==> config.mk <==
export PLATFORM = sky130hd
export DESIGN_NAME = core_bus_arbiter
export DESIGN_NICKNAME = d
export VERILOG_FILES = /design/src/rtl/core_bus_arbiter.sv
export SDC_FILE = /design/constraint.sdc
export NUM_CORES = 1
export LEC_CHECK = 0
export CAP_MARGIN = 15
export CELL_PAD_IN_SITES_DETAIL_PLACEMENT = 1
export CELL_PAD_IN_SITES_GLOBAL_PLACEMENT = 2
export CORE_MARGIN = 1.5
export CORE_UTILIZATION = 22
export DETAILED_ROUTE_END_ITERATION = 10
export PLACE_DENSITY_LB_ADDON = 0.1
export SLEW_MARGIN = 10
export SYNTH_ARGS = -nofsm -noshare
export SYNTH_HDL_FRONTEND = slang
export SYNTH_SLANG_ARGS = --single-unit
==> constraint.sdc <==
create_clock -name clk -period 6.2 [get_ports clk]
set_input_delay 0.62 -clock clk [delete_from_list [all_inputs] [get_ports clk]]
set_output_delay 0.62 -clock clk [all_outputs]
set_load 0.05 [all_outputs]
==> src/rtl/core_bus_arbiter.sv <==
// Two-requester (CPU/DMA) arbiter in front of a core register port: IDLE -> ACCESS -> RESP.
// Optional build macro ARB_FIXED_PRIO_EN: m0 always wins simultaneous requests (default: round-robin).
module core_bus_arbiter #(
   parameter int REGS   = 3,
   parameter int ADDR_W = 2
) (
   input  logic                  clk,
   input  logic                  reset,
   input  logic                  m0_req,
   input  logic                  m0_we,
   input  logic [ADDR_W-1:0]     m0_addr,
   input  logic [31:0]           m0_wdata,
   output logic                  m0_ack,
   output logic                  m0_err,
   output logic [31:0]           m0_rdata,
   input  logic                  m1_req,
   input  logic                  m1_we,
   input  logic [ADDR_W-1:0]     m1_addr,
   input  logic [31:0]           m1_wdata,
   output logic                  m1_ack,
   output logic                  m1_err,
   output logic [31:0]           m1_rdata,
   output logic [31:0]           core_data_in,
   input  logic [32*REGS-1:0]    core_data_out,
   output logic [REGS-1:0]       core_write_en,
   output logic [REGS-1:0]       core_read_en
);

   typedef enum logic [1:0] {
      ST_IDLE   = 2'd0,
      ST_ACCESS = 2'd1,
      ST_RESP   = 2'd2
   } state_t;

   state_t              r_state;
   logic                r_last_grant;
   logic                r_sel;
   logic                r_we;
   logic [ADDR_W-1:0]   r_addr;
   logic                r_err;
   logic [REGS-1:0]     r_write_en;
   logic [REGS-1:0]     r_read_en;
   logic [31:0]         r_data_in;
   logic                r_m0_ack;
   logic                r_m0_err;
   logic [31:0]         r_m0_rdata;
   logic                r_m1_ack;
   logic                r_m1_err;
   logic [31:0]         r_m1_rdata;

   logic                w_any_req;
   logic                w_grant;
   logic                w_sel_we;
   logic [ADDR_W-1:0]   w_sel_addr;
   logic [31:0]         w_sel_wdata;
   logic                w_sel_valid;
   logic [REGS-1:0]     w_dec;
   logic [31:0]         w_rd_word;

   function automatic logic addr_in_range(input logic [ADDR_W-1:0] a);
      return ({{(32-ADDR_W){1'b0}}, a} < 32'(REGS));
   endfunction

   // Pick the winner among pending requesters
   always_comb begin
      w_any_req = m0_req | m1_req;
      w_grant   = 1'b0;
`ifdef ARB_FIXED_PRIO_EN
      w_grant = m0_req ? 1'b0 : 1'b1;
`else
      if (m0_req && m1_req) begin
         w_grant = ~r_last_grant;
      end else begin
         w_grant = m0_req ? 1'b0 : 1'b1;
      end
`endif
   end

   // Mux the winning requester's command and decode its address
   always_comb begin
      w_sel_we    = w_grant ? m1_we    : m0_we;
      w_sel_addr  = w_grant ? m1_addr  : m0_addr;
      w_sel_wdata = w_grant ? m1_wdata : m0_wdata;
      w_sel_valid = addr_in_range(w_sel_addr);
      w_dec       = '0;
      for (int i = 0; i < REGS; i++) begin
         w_dec[i] = (w_sel_addr == ADDR_W'(i));
      end
   end

   // Select the addressed core register for read capture
   always_comb begin
      w_rd_word = 32'd0;
      for (int i = 0; i < REGS; i++) begin
         w_rd_word = w_rd_word | ({32{r_addr == ADDR_W'(i)}} & core_data_out[i*32 +: 32]);
      end
   end

   // Transaction FSM with all outputs registered
   always_ff @(posedge clk or posedge reset) begin
      if (reset) begin
         r_state      <= ST_IDLE;
         r_last_grant <= 1'b1;
         r_sel        <= 1'b0;
         r_we         <= 1'b0;
         r_addr       <= '0;
         r_err        <= 1'b0;
         r_write_en   <= '0;
         r_read_en    <= '0;
         r_data_in    <= 32'd0;
         r_m0_ack     <= 1'b0;
         r_m0_err     <= 1'b0;
         r_m0_rdata   <= 32'd0;
         r_m1_ack     <= 1'b0;
         r_m1_err     <= 1'b0;
         r_m1_rdata   <= 32'd0;
      end else begin
         r_write_en <= '0;
         r_read_en  <= '0;
         r_data_in  <= 32'd0;
         r_m0_ack   <= 1'b0;
         r_m0_err   <= 1'b0;
         r_m0_rdata <= 32'd0;
         r_m1_ack   <= 1'b0;
         r_m1_err   <= 1'b0;
         r_m1_rdata <= 32'd0;
         case (r_state)
            ST_IDLE: begin
               if (w_any_req) begin
                  r_sel        <= w_grant;
                  r_we         <= w_sel_we;
                  r_addr       <= w_sel_addr;
                  r_err        <= ~w_sel_valid;
                  r_last_grant <= w_grant;
                  // Strobes are launched here so they are live for exactly the ACCESS cycle
                  r_write_en   <= (w_sel_we  && w_sel_valid) ? w_dec : '0;
                  r_read_en    <= (!w_sel_we && w_sel_valid) ? w_dec : '0;
                  r_data_in    <= (w_sel_we  && w_sel_valid) ? w_sel_wdata : 32'd0;
                  r_state      <= ST_ACCESS;
               end else begin
                  r_state <= ST_IDLE;
               end
            end
            ST_ACCESS: begin
               if (r_sel == 1'b0) begin
                  r_m0_ack   <= 1'b1;
                  r_m0_err   <= r_err;
                  r_m0_rdata <= (!r_we && !r_err) ? w_rd_word : 32'd0;
               end else begin
                  r_m1_ack   <= 1'b1;
                  r_m1_err   <= r_err;
                  r_m1_rdata <= (!r_we && !r_err) ? w_rd_word : 32'd0;
               end
               r_state <= ST_RESP;
            end
            ST_RESP: begin
               r_state <= ST_IDLE;
            end
            default: begin
               r_state <= ST_IDLE;
            end
         endcase
      end
   end

   assign m0_ack        = r_m0_ack;
   assign m0_err        = r_m0_err;
   assign m0_rdata      = r_m0_rdata;
   assign m1_ack        = r_m1_ack;
   assign m1_err        = r_m1_err;
   assign m1_rdata      = r_m1_rdata;
   assign core_data_in  = r_data_in;
   assign core_write_en = r_write_en;
   assign core_read_en  = r_read_en;

endmodule

==> Word-level counts from Yosys, hierarchy flattened <==
Index checks and enable logic that the tools add are counted.
{ "word_totals": {"ff_bits": 114, "latch_bits": 0, "mem_bits_rw": 0, "mem_bits_ro": 0, "n_memories": 0} }
{ "classes": {"add_sub_neg": 0, "n_mul": 0, "div_mod_pow": 0, "magnitude_cmp": 1, "eq_ne": 5, "n_shift": 0, "muxes": 29, "bitwise_logic": 8, "n_reduce_logical": 11} }
{ "ops": {"columns": ["operator", "count"], "rows": [
  ["$mux W32", 9],
  ["$and A32 B32 Y32", 3],
  ["$or A32 B32 Y32", 2],
  ["$mux W3", 6],
  ["$mux W1", 12],
  ["$eq A2 B1 Y1 const B", 3],
  ["$logic_not A2 Y1", 3],
  ["$eq A2 B2 Y1 const B", 2],
  ["$logic_and A1 B1 Y1", 4],
  ["$pmux W2 S2", 1],
  ["$logic_not A1 Y1", 3],
  ["$lt A2 B2 Y1 const B", 1],
  ["$mux W2", 1],
  ["$not A1 Y1", 2],
  ["$reduce_and A2 Y1", 1],
  ["$or A1 B1 Y1", 1]
]} }

==> Logic depth before layout (Yosys ltp) <==
Gate-level depths: netlist (run 1).
{ "logic_depth": {"ltp_word": 8, "mapped_depth": 6} }

==> Least setup slack after synthesis (run 1) <==
OpenSTA, ideal clock, no wires.
{ "synth_timing": {"kind": "input -> register", "from": "input m0_req", "to": "register r_read_en[0] (netlist: core_read_en[0])", "arrival_time_ps": 1712, "setup_slack_ps": 4420, "path_stages": 6, "cell_sequence": "buf_4 nor2_1 or3_4 buf_6 a211o_1 and3b_1"} }
{ "synth_via": {"elab_chain_cells": 8, "elab_cells_between_ends": 13, "cone_classes": "order compare: 1; mux: 7; bitwise: 1; reduce/logical: 4"} }
{ "synth_rtl": {"columns": ["item", "line_no", "rtl"], "rows": [
  ["from (decl)", "9", "input logic m0_req,"],
  ["$mux W1 / $logic_and A1 B1 Y1 (equally long branches)", "74, 71", null],
  ["$mux W1", "71", "if (m0_req && m1_req) begin"],
  ["$mux W2 / $mux W1 (equally long branches)", "82, 81", null],
  ["$lt A2 B2 Y1 / $logic_not A1 Y1 (equally long branches)", "61, 137", null],
  ["$logic_and A1 B1 Y1", "137", "r_read_en <= (!w_sel_we && w_sel_valid) ? w_dec : '0;"],
  ["$mux W3", "137", null],
  ["$mux W3 *", "129", "if (w_any_req) begin"],
  ["$mux W3 *", "127", "case (r_state)"],
  ["to (signal assigned)", "137", null],
  ["to (decl)", "42", "logic [REGS-1:0] r_read_en;"]
]} }
Every way passes the cells marked *; elsewhere a longest branch is shown, timed or not.
A chain may end at the register's enable or synchronous reset.

==> Worst setup path after layout (run 1) <==
{ "layout_timing": {"from": "input m0_req", "to": "register r_err"} }
{ "layout_via": {"elab_chain_cells": 5, "elab_cells_between_ends": 8, "cone_classes": "order compare: 1; mux: 3; bitwise: 2; reduce/logical: 2"} }
{ "layout_rtl": {"columns": ["item", "line_no", "rtl"], "rows": [
  ["$mux W1 / $logic_and A1 B1 Y1 (equally long branches)", "74, 71", null],
  ["$mux W1", "71", null],
  ["$mux W2", "82", "w_sel_addr = w_grant ? m1_addr : m0_addr;"],
  ["$lt A2 B2 Y1", "61", "return ({{(32-ADDR_W){1'b0}}, a} < 32'(REGS));"],
  ["$not A1 Y1", "133", "r_err <= ~w_sel_valid;"],
  ["to (signal assigned)", "133", null],
  ["to (decl)", "40", "logic r_err;"]
]} }
Parallel ways exist; a longest one is shown, timed or not.

==> results of run 1 <==
[synthesized netlist by cell type, types with 2 or more instances]
| cell type | count | area share |
|---|---|---|
| a21oi_1 | 33 | 0.037 |
| dfrtp_1 | 113 | 0.63 |
| inv_1 | 2 | 0.0017 |
| o21ai_0 | 3 | 0.0034 |
| nor3b_1 | 2 | 0.0034 |
| buf_1 | 2 | 0.0017 |
| nor2_1 | 133 | 0.11 |
| a31oi_1 | 2 | 0.0028 |
| mux2i_1 | 35 | 0.078 |
| nor2b_1 | 3 | 0.0042 |
| clkbuf_1 | 16 | 0.013 |
| a22oi_1 | 32 | 0.054 |
| nand2b_1 | 2 | 0.0028 |
| nand2_1 | 7 | 0.0059 |
| and2_1 | 2 | 0.0028 |
| buf_2 | 10 | 0.011 |
| and3_1 | 2 | 0.0028 |
[cell type report]
cell class | instances | area (sq um) | share of cell area
repair buffers | 282 | 2810 | 0.344
clock inverters | 13 | 208 | 0.0255
well taps | 270 | 338 | 0.0414
multi-input cells | 266 | 1490 | 0.183
flip-flops and latches | 114 | 2860 | 0.350
inverters | 3 | 13.8 | 0.00169
clock buffers | 19 | 443 | 0.0543
[layout by cell type, fill, tap and decap left out, drive strengths merged]
cell,instances
dfrtp,113
a31oi,2
bufinv,5
nor3b,2
nand2b,2
and3,2
and4,1
a21oi,33
and4b,1
nand2,7
a211o,1
clkinvlp,4
clkbuf,19
mux2i,35
mux2,1
o21ai,3
and3b,1
and2,2
a22oi,32
buf,7
o211a,1
nor3,1
or3,1
dfstp,1
a221oi,1
o21a,1
nor2b,3
nor2,133
clkinv,4
inv,3
clkdlybuf4s50,275
[power by group through the flow]
stage                     clock (mW)  sequential [mW]  combinational [mW]
after global placement             0            0.919                1.26
after global routing            1.13            0.922                1.35
final                           1.07            0.907                1.24
after CTS                       1.10            0.912                1.27
after floorplan                    0             1.24               0.477
after detailed placement           0            0.924                1.27
[how the worst max path moves through the flow]
stage,from,depth (start not counted),slack [ns],to
after floorplan,reset,1,2.57,core_data_in[0]
after global placement,m1_req,5,3.41,core_data_in[2]
after detailed placement,m1_req,5,3.28,core_data_in[4]
after CTS,m1_req,5,3.72,core_data_in[4]
after global routing,m0_req,5,3.83,r_err
final,m0_req,5,3.98,r_err
[flip-flops by register name, summed over array words and instances, names as in the netlist]
signal,count
m0_ack,1
m1_ack,1
r_last_grant,1
m1_err,1
r_state,2
m0_rdata,32
m0_err,1
r_we,1
r_err,1
r_sel,1
r_addr,2
core_data_in,32
m1_rdata,32
core_write_en,3
core_read_en,3
[worst register-to-register path, delay by kind of cell, from the launching register on]
| family | cells | cell delay (ns) |
|---|---|---|
| compound gates | 1 | 0.21 |
| flops | 1 | 0.52 |
| simple gates | 3 | 1.17 |
[per-layer routing]
layer  share of wire  GRT usage  vias up
li1                -          -     1929
met1            0.39      0.176     2040
met2            0.51      0.286      171
met3           0.083     0.0649       14
met4           0.011     0.0526        0
met5               0          0        -
[kinds of logic (layout without fill, tap and decap cells)]
family / Yosys count / after routing / synth area share
simple gates: 156 / 156 / 0.143
compound gates: 74 / 74 / 0.106
buf+inv: 33 / 317 / 0.0330
mux: 36 / 36 / 0.0807
flops: 114 / 114 / 0.637
==> impl_metrics.tcl, run 1 <==
set metrics [dict create \
    drive_above_1_share 0.0660 \
    placedCellCount 935 \
    cts_max_level 4 \
    yosysSeqAreaShare 0.637 \
    initial_core_util 0.223 \
    skew_ns 0.00761 \
    cap_violations 0 \
    worstPathMaxFanout 38 \
    ys_types 31 \
    firstDrtPassIters 4 \
    syn_inst 413 \
    ios 276 \
    hpwlAfterDp_mm 12.2 \
    final_nets 854 \
    finalNonFillerCells 967 \
    place_ws_ns 3.28 \
    antenna_found_initial 0 \
    syn_area_per_cell_sq_um 10.8 \
    p_clk_frac 0.333 \
    die_w_um 146 \
    rsz0062_at_grt "false" \
    die_y_um 146 \
    power_per_cell_area_nw_per_um2 395 \
    finalWeightedCongestion 0.755 \
    fmax_mhz 451 \
    syn_to_final_growth_pct 82.1 \
    grt_max_degree 81 \
    yosys_warnings 0 \
    vias 4154 \
    ys_async_sr_fraction 1.00 \
    worstPathCellList "clkdlybuf4s50_1 -> nor2_1 -> or3_4 -> clkinv_1 -> mux2_2" \
    critPathTopFamily "buffers and inverters" \
    p_leak_nw 3.52 \
    p_sw_mw 1.21 \
    power_mw 3.22 \
    ff2ff_path_depth 4 \
    first_global_vias 4644 \
    max_slew_margin 0.317 \
    clk_path_buf_depth 2 \
    drc 0 \
    synth-edff-count 0 \
    dpl_cell_area_sq_um 7500 \
    hold_depth 1 \
    cts_resized 0 \
    finalCritPeriodShare 0.358 \
    hp-start "r_state[1]" \
    end_kind "flip-flop" \
    post_cts_buffers 0 \
    viasPerCell 4.30 \
    comb_power_share 0.386 \
    antenna_cells 0 \
    slowest_delay_ns 0.67 \
    rows 52 \
    wl_mm 16.7 \
    ys.flop_type "dfrtp_1" \
    hold_ws_ns 0.464 \
    dieArea_sq_um 21200 \
    holdPathEnd "r_state[1]" \
    ys_ff_latch 114 \
    crit-reg2reg-capture "core_data_in[4]" \
    ant_nets 0 \
    timing.rr.start "r_last_grant" \
    post-route-util 0.406 \
    p_sw_frac 0.374 \
    worstPathArrival_ns 2.51 \
    overflow 0 \
    fin_area_sq_um 8150 \
    seq_power_share 0.281 \
    cts.clk_slew.worst_paths_ns 0.05 \
    layout_setup_ws_ns 3.98 \
    hold_class "flip-flop to flip-flop" \
    coreArea_sq_um 20100 \
    syn_nets 583 \
    final_max_slew_viol_count 0 \
    worst-path-buf-inv 2 \
    r2r_setup_slack_ns 4.23 \
    portBuffers 275 \
    clock_sinks 114 \
    hold_buffers 0 \
    numCtsBuffers 17 \
    hold_violations 0 \
    peakVddDrop_mv 0.184 \
    fill_cells 2198 \
    drt_iter0_drc 134 \
    netlist_area_sq_um 4480 \
    critical_path_required_ns 6.49 \
    track_usage 0.162 \
    drt-wirelength-per-cell_um 17.3 \
    clk_latency_ns 0.41 \
    setup_violations 0 \
    final.min_clock_period_ns 2.22 \
    cpMaxStageDelayCell "clkdlybuf4s50_1" \
    cellInternalPower_mw 2.02 \
    critPathLaunchType "input pin" \
    status "finished, final reports clean" \
    root_buffer "clkbuf_16" \
    tns_ns 0 \
    criticalPathCategory "input pin to flip-flop" \
    tightest_slew_ns 1.02 \
    grt_pass1_wl_mm 26.2 \
    cts_tree "yes" \
]
Note: power is estimated with default switching activity, not from simulation.
==> run 2, diff against run 1 <==
--- a/config.mk
+++ b/config.mk
@@ -9,7 +9,7 @@
 export CELL_PAD_IN_SITES_DETAIL_PLACEMENT = 1
 export CELL_PAD_IN_SITES_GLOBAL_PLACEMENT = 2
 export CORE_MARGIN = 1.5
-export CORE_UTILIZATION = 22
+export CORE_UTILIZATION = 19
 export DETAILED_ROUTE_END_ITERATION = 10
 export PLACE_DENSITY_LB_ADDON = 0.1
 export SLEW_MARGIN = 10
==> constraint.sdc (replaced) <==
create_clock -name clk -period 1.8 [get_ports clk]
set_input_delay 0.18 -clock clk [delete_from_list [all_inputs] [get_ports clk]]
set_output_delay 0.18 -clock clk [all_outputs]
set_load 0.05 [all_outputs]
==> impl_metrics.tcl, run 2 (synthesis gave the netlist of run 1 again) <==
set metrics [dict create \
    initial_core_util 0.195 \
    critical_path_required_ns 1.62 \
    firstDrtPassIters 4 \
    die_y_um 157 \
    power_per_cell_area_nw_per_um2 1300 \
    cts_tree "yes" \
    slowest_delay_ns 0.85 \
    placedCellCount 992 \
    hold_buffers 0 \
    rows 55 \
    die_w_um 157 \
    drt-wirelength-per-cell_um 16.4 \
    dieArea_sq_um 24500 \
    critPathLaunchType "flip-flop" \
    clock_sinks 114 \
    cts.clk_slew.worst_paths_ns 0.05 \
    syn_to_final_growth_pct 84.7 \
    tightest_slew_ns 0.579 \
    finalNonFillerCells 1023 \
    fmax_mhz 567 \
    multiInputGateArea_sq_um 1500 \
    first_global_vias 4507 \
    status "finished, final reports clean" \
    cellInternalPower_mw 6.56 \
    wl_mm 16.8 \
    p_sw_mw 4.16 \
    grt_pass1_wl_mm 25.2 \
    hold_class "input pin to asynchronous set/reset pin" \
    p_sw_frac 0.388 \
    mostFrequentLayoutCells "266 x clkdlybuf4s50_1, 133 x nor2_1, 112 x dfrtp_1, 35 x mux2i_1, 33 x a21oi_1" \
    comb_power_share 0.416 \
    final-seq-area_sq_um 2860 \
    skew_ns 0.00764 \
    final.min_clock_period_ns 1.76 \
    drc 0 \
    seq_power_share 0.291 \
    place_ws_ns 0.0124 \
    grt_max_degree 60 \
    setup_violations 0 \
    clk_path_buf_depth 2 \
    dpl_cell_area_sq_um 7720 \
    final_nets 868 \
    root_buffer "clkbuf_16" \
    antenna_cells 0 \
    max_slew_margin 0.613 \
    clk_latency_ns 0.41 \
    viasPerCell 4.04 \
    drt_iter0_drc 70 \
    worstPathCellList "clkdlybuf4s50_1" \
    peakVddDrop_mv 0.509 \
    final_common_cell "clkdlybuf4s50_1" \
    finalCritPeriodShare 0.980 \
    coreArea_sq_um 22900 \
    critPathTopFamily "buffers and inverters" \
    ant_nets 0 \
    ios 276 \
    hpwlAfterDp_mm 12.5 \
    track_usage 0.138 \
    worstPathArrival_ns 1.58 \
    drive_above_1_share 0.0873 \
    final_max_slew_viol_count 0 \
    fill_cells 2536 \
    fin_area_sq_um 8270 \
    rsz0062_at_grt "false" \
    p_leak_nw 3.63 \
    numCtsBuffers 17 \
    criticalPathCategory "flip-flop to output port" \
    layout_setup_ws_ns 0.0362 \
    worstPathMaxFanout 1 \
    worst-path-buf-inv 1 \
    finalWeightedCongestion 0.733 \
    end_kind "output port" \
    portBuffers 275 \
    antenna_found_initial 0 \
    p_clk_frac 0.293 \
    vias 4130 \
    overflow 0 \
    hold_violations 0 \
    cap_violations 0 \
    cpMaxStageDelayCell "clkdlybuf4s50_1" \
    tns_ns 0 \
    cts_max_level 4 \
]
==> run 2: worst paths after layout <==
kind	startpoint	to	slack [ns]	cells after the start
max in group asynchronous	reset	m1_rdata[29]	1.26	3
min in group clk	m1_wdata[31]	core_data_in[31]	0.40	3
worst min register to register	r_state[1]	r_state[1]	0.47	1
worst min-delay path	reset	m1_err	0.23	3
worst max register to register	r_last_grant	core_write_en[0]	0.15	4
worst max-delay path	m0_rdata[8]	m0_rdata[8]	0.04	1
==> run 2: metal layers <==
layer  routed length (um)  global-route usage
met3                 1960              0.0678
met5                    0                   0
met2                 7940               0.232
met4                  137              0.0435
met1                 6740               0.154
==> run 2: cell type report <==
class	instances	area share
Timing Repair Buffer	296	0.359
Sequential cell	114	0.345
Multi-Input combinational cell	266	0.181
Clock buffer	21	0.0557
Tap cell	313	0.0474
Clock inverter	10	0.0104
Inverter	3	0.00182
==> run 2: power groups by stage <==
| stage | Clock (mW) | Combinational [mW] | Sequential [mW] |
|---|---|---|---|
| final | 3.14 | 4.45 | 3.12 |
| after global routing | 3.37 | 4.82 | 3.17 |
| after CTS | 3.24 | 4.57 | 3.14 |
| after detailed placement | 0 | 4.57 | 3.18 |
| after global placement | 0 | 4.55 | 3.17 |
| after floorplan | 0 | 1.64 | 4.25 |
==> run 2: metrics by stage <==
step | hold slack, ns | utilization | power (mW)
final | 0.230 | 0.361 | 10.7
after global routing | 0.250 | 0.361 | 11.4
after CTS | 0.239 | 0.361 | 11.0
after detailed placement | 0.449 | 0.337 | 7.74
after global placement | 0.476 | 0.337 | 7.72
after floorplan | 0.337 | - | 5.90
==> run 2: repair_timing <==
action,4_1_cts,5_1_grt
endpoints found under the setup margin,1,3
resized for setup,1,3
endpoints found under the hold margin,0,0
buffers inserted,0,0
gates cloned,0,0
==> run 3, diff against run 2 <==
--- a/config.mk
+++ b/config.mk
@@ -10,6 +10,7 @@
 export CELL_PAD_IN_SITES_GLOBAL_PLACEMENT = 2
 export CORE_MARGIN = 1.5
 export CORE_UTILIZATION = 19
+export CTS_CLUSTER_SIZE = 28
 export DETAILED_ROUTE_END_ITERATION = 10
 export PLACE_DENSITY_LB_ADDON = 0.1
 export SLEW_MARGIN = 10
==> results of run 3 <==
No change in the layout: final DEF, timing and power equal those of run 2.
